### config.mk
export PLATFORM = sky130hd
export DESIGN_NAME = hazard_sb
export DESIGN_NICKNAME = d
export VERILOG_FILES = /design/src/rtl/hazard_sb.sv
export SDC_FILE = /design/constraint.sdc
export NUM_CORES = 1
export LEC_CHECK = 0
export ABC_CLOCK_PERIOD_IN_PS = 2900
export CORE_AREA = 2 2 59 61
export CTS_BUF_LIST = sky130_fd_sc_hd__clkbuf_4
export DETAILED_ROUTE_END_ITERATION = 6
export DIE_AREA = 0 0 61 63
export PLACE_DENSITY_LB_ADDON = 0.12
export SLEW_MARGIN = 10
export SYNTH_ARGS = -nofsm -noshare
export SYNTH_HDL_FRONTEND = slang
export SYNTH_SLANG_ARGS = --single-unit
### constraint.sdc
create_clock -name iw_clk -period 2.9 [get_ports iw_clk]
set_clock_uncertainty 0.1 [all_clocks]
set_input_delay 0.58 -clock iw_clk [delete_from_list [all_inputs] [get_ports iw_clk]]
set_output_delay 0.58 -clock iw_clk [all_outputs]
set_load 0.01 [all_outputs]
### src/rtl/hazard_sb.sv
// hazard_sb: in-flight register-write tag pipeline producing ID stall and EX forward selects
// Ports:
//   iw_clk            clock, rising edge
//   iw_rst_n          asynchronous active-low reset, clears every tag
//   iw_issue_valid    ID holds a valid instruction
//   iw_issue_we       issuing instruction writes a register
//   iw_issue_tgt      target register of the issuing instruction
//   iw_issue_is_load  issuing instruction is a memory load
//   iw_src_addr       NSRC source addresses, source i at [i*REG_AW +: REG_AW]
//   iw_src_used       per-source read flag
//   iw_flush          kill the issuing instruction (stage 1 takes a bubble)
//   ow_stall          hold IA/IF/ID this cycle
//   ow_fwd_sel        per source, SELW bits: 0 = register file, k = stage k result
//   ow_occ            registered count of valid writing tags in stages 1..DEPTH
module hazard_sb #(
   parameter int REG_AW     = 4,
   parameter int NSRC       = 2,
   parameter int DEPTH      = 4,
   parameter int ALU_READY  = 1,
   parameter int LOAD_READY = 3,
   parameter int ZERO_REG   = 1,
   parameter int SELW       = $clog2(DEPTH + 1)
) (
   input  logic                   iw_clk,
   input  logic                   iw_rst_n,
   input  logic                   iw_issue_valid,
   input  logic                   iw_issue_we,
   input  logic [REG_AW-1:0]      iw_issue_tgt,
   input  logic                   iw_issue_is_load,
   input  logic [NSRC*REG_AW-1:0] iw_src_addr,
   input  logic [NSRC-1:0]        iw_src_used,
   input  logic                   iw_flush,
   output logic                   ow_stall,
   output logic [NSRC*SELW-1:0]   ow_fwd_sel,
   output logic [SELW-1:0]        ow_occ
);

   // array index k-1 holds stage k (stage 1 = EX output)
   logic [DEPTH-1:0]             v_q, v_d, we_q, we_d, ld_q, ld_d;
   logic [DEPTH-1:0][REG_AW-1:0] tgt_q, tgt_d;
   logic [SELW-1:0]              occ_q, occ_d;
   logic [NSRC-1:0]              req;
   logic                         issue_ok;

   for (genvar i = 0; i < NSRC; i++) begin : g_src
      logic [REG_AW-1:0] src;
      logic [SELW-1:0]   sel;
      logic              r;
      assign src = iw_src_addr[i*REG_AW +: REG_AW];
      // scan oldest to youngest so the youngest match is the last one written
      always_comb begin
         sel = '0;
         r   = 1'b0;
         for (int k = DEPTH; k >= 1; k--)
            if (v_q[k-1] && we_q[k-1] && tgt_q[k-1] == src && iw_src_used[i] &&
                !(ZERO_REG != 0 && src == '0)) begin
               r   = k < (ld_q[k-1] ? LOAD_READY : ALU_READY);
               sel = r ? '0 : SELW'(k);
            end
      end
      assign req[i]                      = r;
      assign ow_fwd_sel[i*SELW +: SELW] = sel;
   end

   assign ow_stall = iw_issue_valid && |req;
   // flush kills the issue even while stalled; a stall always inserts a bubble
   assign issue_ok = iw_issue_valid && !ow_stall && !iw_flush;

   always_comb begin
      v_d   = v_q;
      we_d  = we_q;
      ld_d  = ld_q;
      tgt_d = tgt_q;
      for (int k = DEPTH - 1; k > 0; k--) begin
         v_d[k]   = v_q[k-1];
         we_d[k]  = we_q[k-1];
         ld_d[k]  = ld_q[k-1];
         tgt_d[k] = tgt_q[k-1];
      end
      v_d[0]   = issue_ok;
      we_d[0]  = iw_issue_we;
      ld_d[0]  = iw_issue_is_load;
      tgt_d[0] = iw_issue_tgt;
      occ_d    = '0;
      for (int k = 0; k < DEPTH; k++)
         occ_d = occ_d + SELW'(v_d[k] && we_d[k]);
   end

   always_ff @(posedge iw_clk or negedge iw_rst_n)
      if (!iw_rst_n) begin
         v_q   <= '0;
         we_q  <= '0;
         ld_q  <= '0;
         tgt_q <= '0;
         occ_q <= '0;
      end else begin
         v_q   <= v_d;
         we_q  <= we_d;
         ld_q  <= ld_d;
         tgt_q <= tgt_d;
         occ_q <= occ_d;
      end

   assign ow_occ = occ_q;

endmodule
### Word-level counts from Yosys, hierarchy flattened

Index checks and enable logic that the tools add are counted.

| cells by class | value |
|---|---|
| equal/unequal tests | 8 |
| reductions and logical operators | 39 |
| multiplexer cells | 24 |
| $add $sub $neg | 3 |
| magnitude comparators | 4 |

Operator list:

| operator | count |
|---|---|
| 4-bit == test | 8 |
| 1-bit logical AND | 32 |
| 3-bit two-way mux | 9 |
| 2-bit two-way mux | 6 |
| 1-bit two-way mux | 9 |
| 4-bit zero test | 2 |
| 1-bit zero test | 4 |
| 2-bit less-than comparator (first input constant) | 2 |
| 2-bit by 1-bit adder with 3-bit output | 1 |
| 3-bit by 1-bit adder with 3-bit output | 1 |
| 3-bit by 2-bit less-than comparator with 1-bit output (first input constant) | 1 |
| 1-bit by 1-bit adder with 2-bit output | 1 |
| 1-bit by 2-bit less-than comparator with 1-bit output (first input constant) | 1 |
| 2-bit OR reduction | 1 |

| word-level totals | value |
|---|---|
| bits of input ports | 20 |
| logic and storage cells | 86 |
| flip-flop bits (word level) | 31 |
| output and inout port bits | 10 |

### Depth between registers and ports, before layout

| depth | value |
|---|---|
| depth after elaboration | 17 |
| depth in mapped cells | 10 |

### Worst setup path after synthesis

No wires, ideal clock.

| path | value |
|---|---|
| kind | input-to-reg |
| start | in iw_src_addr[3] |
| end | reg occ_q[1] (netlist: ow_occ[1]) |
| library setup time | 126 ps |
| setup slack | 153 ps |
| stages on the path | 10 |
| arrival time | 2521 ps |
| required time | 2674 ps |
| cells stage by stage | buf_2 nor4_2 nor3_1 and4_1 a32oi_2 nand4_1 fa_1 inv_1 ha_1 ha_1 |

| on the way | value |
|---|---|
| longest elaborated chain between the ends | 17 |

Ends and longest elaborated chain:

| what | line | RTL |
|---|---|---|
| start, declared | 30 | `input logic [NSRC*REG_AW-1:0] iw_src_addr,` |
| 4-bit == test | 55 | `if (v_q[k-1] && we_q[k-1] && tgt_q[k-1] == src && iw_src_used[i] &&` |
| 1-bit logical AND (3 in series) | 55 |  |
| 1-bit two-way mux (3 in series) | 55 |  |
| 1-bit two-way mux (*) | 55 |  |
| 2-bit OR reduction (*) | 65 | `assign ow_stall = iw_issue_valid && \|req;` |
| 1-bit logical AND (*) | 65 |  |
| 1-bit zero test (*) | 67 | `assign issue_ok = iw_issue_valid && !ow_stall && !iw_flush;` |
| 1-bit logical AND (*) (2 in series) | 67 |  |
| 1-bit logical AND (*) | 86 | `occ_d = occ_d + SELW'(v_d[k] && we_d[k]);` |
| 1-bit by 1-bit adder with 2-bit output (*) | 86 |  |
| 2-bit by 1-bit adder with 3-bit output (*) | 86 |  |
| 3-bit by 1-bit adder with 3-bit output (*) | 86 |  |
| via occ_d[1] | 41 | `logic [SELW-1:0] occ_q, occ_d;` |
| end signal, assigned | 95 | `occ_q <= '0;` |
| end signal, assigned | 101 | `occ_q <= occ_d;` |
| end, declared | 41 |  |

Mark *: on every way through the listed nets, which the timed path passes. The rest lies on a longest branch.

### Worst setup path after layout

| path | value |
|---|---|
| start | in iw_src_used[0] |
| end | out ow_stall |

| on the way | value |
|---|---|
| longest elaborated chain between the ends | 8 |

Ends and longest elaborated chain:

| what | line | RTL |
|---|---|---|
| start, declared | 31 | `input logic [NSRC-1:0] iw_src_used,` |
| 1-bit logical AND (2 in series) | 55 |  |
| 1-bit two-way mux (3 in series) | 55 |  |
| 1-bit two-way mux (*) | 55 |  |
| 2-bit OR reduction (*) | 65 |  |
| 1-bit logical AND (*) | 65 |  |
| end, declared | 33 | `output logic ow_stall,` |

Every way passes the cells marked *; elsewhere a longest branch is shown, timed or not.

==> flow_summary.ini <==
[floorplan]
floorplan.initialDensity = 0.456
floorplan.rows = 21
coreArea_mm2 = 0.00323
num_io_pins = 30
die_x_um = 61
design.die.area_mm2 = 0.00384
die_y_um = 63

[yosys]
top_area_cells_in_the_synthesized_netlist = dfrtp_1 49%, xor2_1 13%, xnor2_1 5.3%
yosys_register_bits = 29
yosysMostFrequentCell = dfrtp_1
synth_unique_cells = 31
sequential_to_total_area_share_from_yosys_stat = 0.492
ys_async_sr_fraction = 1.00
synth_nets = 144
yosys_warnings = 0
syn_area_per_cell_um2 = 12.2
number_of_enable_type_register_cells_in_the_synthesized_netlist = 0
synthesis.area_mm2 = 0.00148
syn-instance-count = 121
netlist_top_cells_count = 29 x dfrtp_1, 22 x xor2_1, 9 x xnor2_1, 6 x buf_2, 6 x nand2_1
yosys.area.top_type = dfrtp_1
yosys.area.top_type_share = 0.492
synth_ff_type = dfrtp_1

[sta]
count_of_final_max_slew_check_failures = 0
worst_pin_slew_ns = 0.366
finalWorstPathRequiredPeriod_ns = 2.87
relSlewSlack = 0.753
max_freq_mhz = 348
hold_worst_slack_ns = 0.286
final_critical_path_setup_slack_ns = 0.0251
grt_setup_unrepaired = true
setup_viol = 0
finalCritPeriodShare = 0.991
finalHoldViolCount = 0

[power_and_ir_drop]
leakage_power_figure_nw = 0.942
power.ir.vdd_worst_mv = 0.297
powerDensity_mw_per_mm2 = 400

[drt]
drt-vias-per-instance = 4.95
route.met2.wl_mm = 1.70
drtAntennaViolNets = 0
firstDrtPassIters = 4
routed_wire_length_per_instance_um = 15.5
drt_iter0_drc = 24
maxUsedRoutingLayer = met4
wl_met3_um = 191
wl_mm = 3.42
drt_drc_violations_left = 0
routed_met1_length_mm = 1.41
via_count = 1088

[job]
max-cap-violations = 0

[clock_network]
htree_levels = 2
ctsRootBufferMaster = clkbuf_4
clock_insertion_delay_worst_skew_ns = 0.33
clock_tree.buffer_depth = 2
numClockSinks = 29
cts_made_buffers = 5
clk_transition_reported_paths_ns = 0.09
number_of_buffers_added_to_fix_hold_violations_after_cts = 0
tritoncts = built

[worst_setup_path]
worst_setup_path_end_kind = output port
crit_arrival_ns = 2.19
crit_required_ns = 2.22
critPathMaxFanout = 3
startpoint_type = primary input
criticalPathCategory = in -> out

[global_route]
grtUsageTotal = 0.204
grt_max_degree = 30
grt_pass1_vias = 1227
grt.overflow.total = 0
number_of_antenna_violations_at_the_first_check_in_global_routing = 0
grt_first_pass_wirelength_mm = 5.62

[layout]
nNetsFinal = 196
multi_input_comb_area_um2 = 818
areaGrowthSynthToFinish_pct = 42.9
share_of_final_layout_standard_cells_stronger_than_drive_strength_1 = 0.374
seq_area_um2 = 727
fillCellCount = 276
antenna_fix_cells = 0

[placed_design]
dpl_worst_slack_ns = -0.629
hpwl_mm = 2.56
gp_congestion = 0.849
io_buffer_count = 29

[run_status]
outcome = completed

[min_path]
worstHoldPathType = reg -> reg
## placed cells by master (no fill, tap or decap), types with 3 or more instances in the layout
| cell type | instances |
|---|---|
| dlygate4sd2_1 | 7 |
| nand4_1 | 3 |
| dfrtp_1 | 28 |
| xor2_1 | 21 |
| clkdlybuf4s50_1 | 13 |
| nand2_1 | 6 |
| clkdlybuf4s15_2 | 3 |
| clkbuf_4 | 6 |
| buf_4 | 24 |
| xnor2_1 | 7 |
| clkbuf_2 | 5 |
| nand3_1 | 3 |
| inv_1 | 3 |
| xnor2_2 | 3 |
| nor4_2 | 5 |
## power by group
group,switching (mW),internal [mW]
clock network,0.139,0.101
logic,0.0772,0.0790
registers,0.0204,0.426
## stage by stage
| stage | cells | area, um2 | utilization | TNS, ns | power (mW) |
|---|---|---|---|---|---|
| finish | 220 | 2110 | 0.652 | 0 | 0.842 |
| floorplan | 121 | 1480 | - | 0 | 0.521 |
| CTS | 219 | 2070 | 0.640 | -0.0202 | 0.847 |
| global placement | 208 | 1920 | 0.594 | -4.89 | 0.591 |
| global route | 220 | 2110 | 0.652 | -0.0973 | 0.888 |
| detailed placement | 208 | 1920 | 0.594 | -5.45 | 0.594 |
## layer usage
metal	global-route usage	vias up
met5	0	-
met4	0.106	0
met3	0.0683	11
met2	0.324	38
met1	0.239	521
li1	-	518
## path summary, 6_finish.rpt
path / slack (ns) / startpoint / cells past startpoint / to
max reg2reg: 0.25 / tgt_d[10]$_DFF_PN0_ / 8 / ow_occ[1]$_DFF_PN0_
min reg2reg: 0.29 / we_q[2]$_DFF_PN0_ / 0 / we_q[3]$_DFF_PN0_
max in group asynchronous: 1.88 / iw_rst_n / 2 / tgt_d[11]$_DFF_PN0_
min: 0.29 / we_q[2]$_DFF_PN0_ / 0 / we_q[3]$_DFF_PN0_
max: 0.03 / iw_src_used[0] / 7 / ow_stall
min in group asynchronous: 0.53 / iw_rst_n / 2 / tgt_q[12]$_DFF_PN0_
## critical path, cell delays in order
cell,delay (ns)
clkdlybuf4s50_1,0.53
buf_4,0.14
nor3b_4,0.20
and4_1,0.24
a32oi_2,0.08
a21boi_1,0.15
dlygate4sd2_1,0.27
## sequential cells by signal (all words and copies together), names as in the netlist
name / count
ow_occ: 3
ld_q: 2
we_q: 4
tgt_q: 4
tgt_d: 12
v_q: 4
## repair_timing
item	in CTS	in global routing
endpoints found under the setup margin	10	7
gates resized for setup	35	19
pin swaps	6	7
buffers inserted	3	1
## final cells by class
type | instances | area share
clock buffers | 6 | 0.0214
inverters | 3 | 0.00534
clock inverters | 2 | 0.00475
repair buffers | 53 | 0.208
flip-flops and latches | 29 | 0.345
well taps | 46 | 0.0273
multi-input cells | 81 | 0.388
## cells by family (layout without fill, tap and decap cells)
family	count (synthesis)	after routing	synth area share
AND/OR/NAND/NOR	36	36	0.166
multiplexers	2	2	0.0136
adder cells (fa/ha/maj)	3	3	0.0305
AO/OA/AOI/OAI	8	8	0.0594
flip-flops	29	29	0.492
buffers and inverters	11	64	0.0433
XOR/XNOR	32	32	0.195
Power figures use the tool's default switching activity.
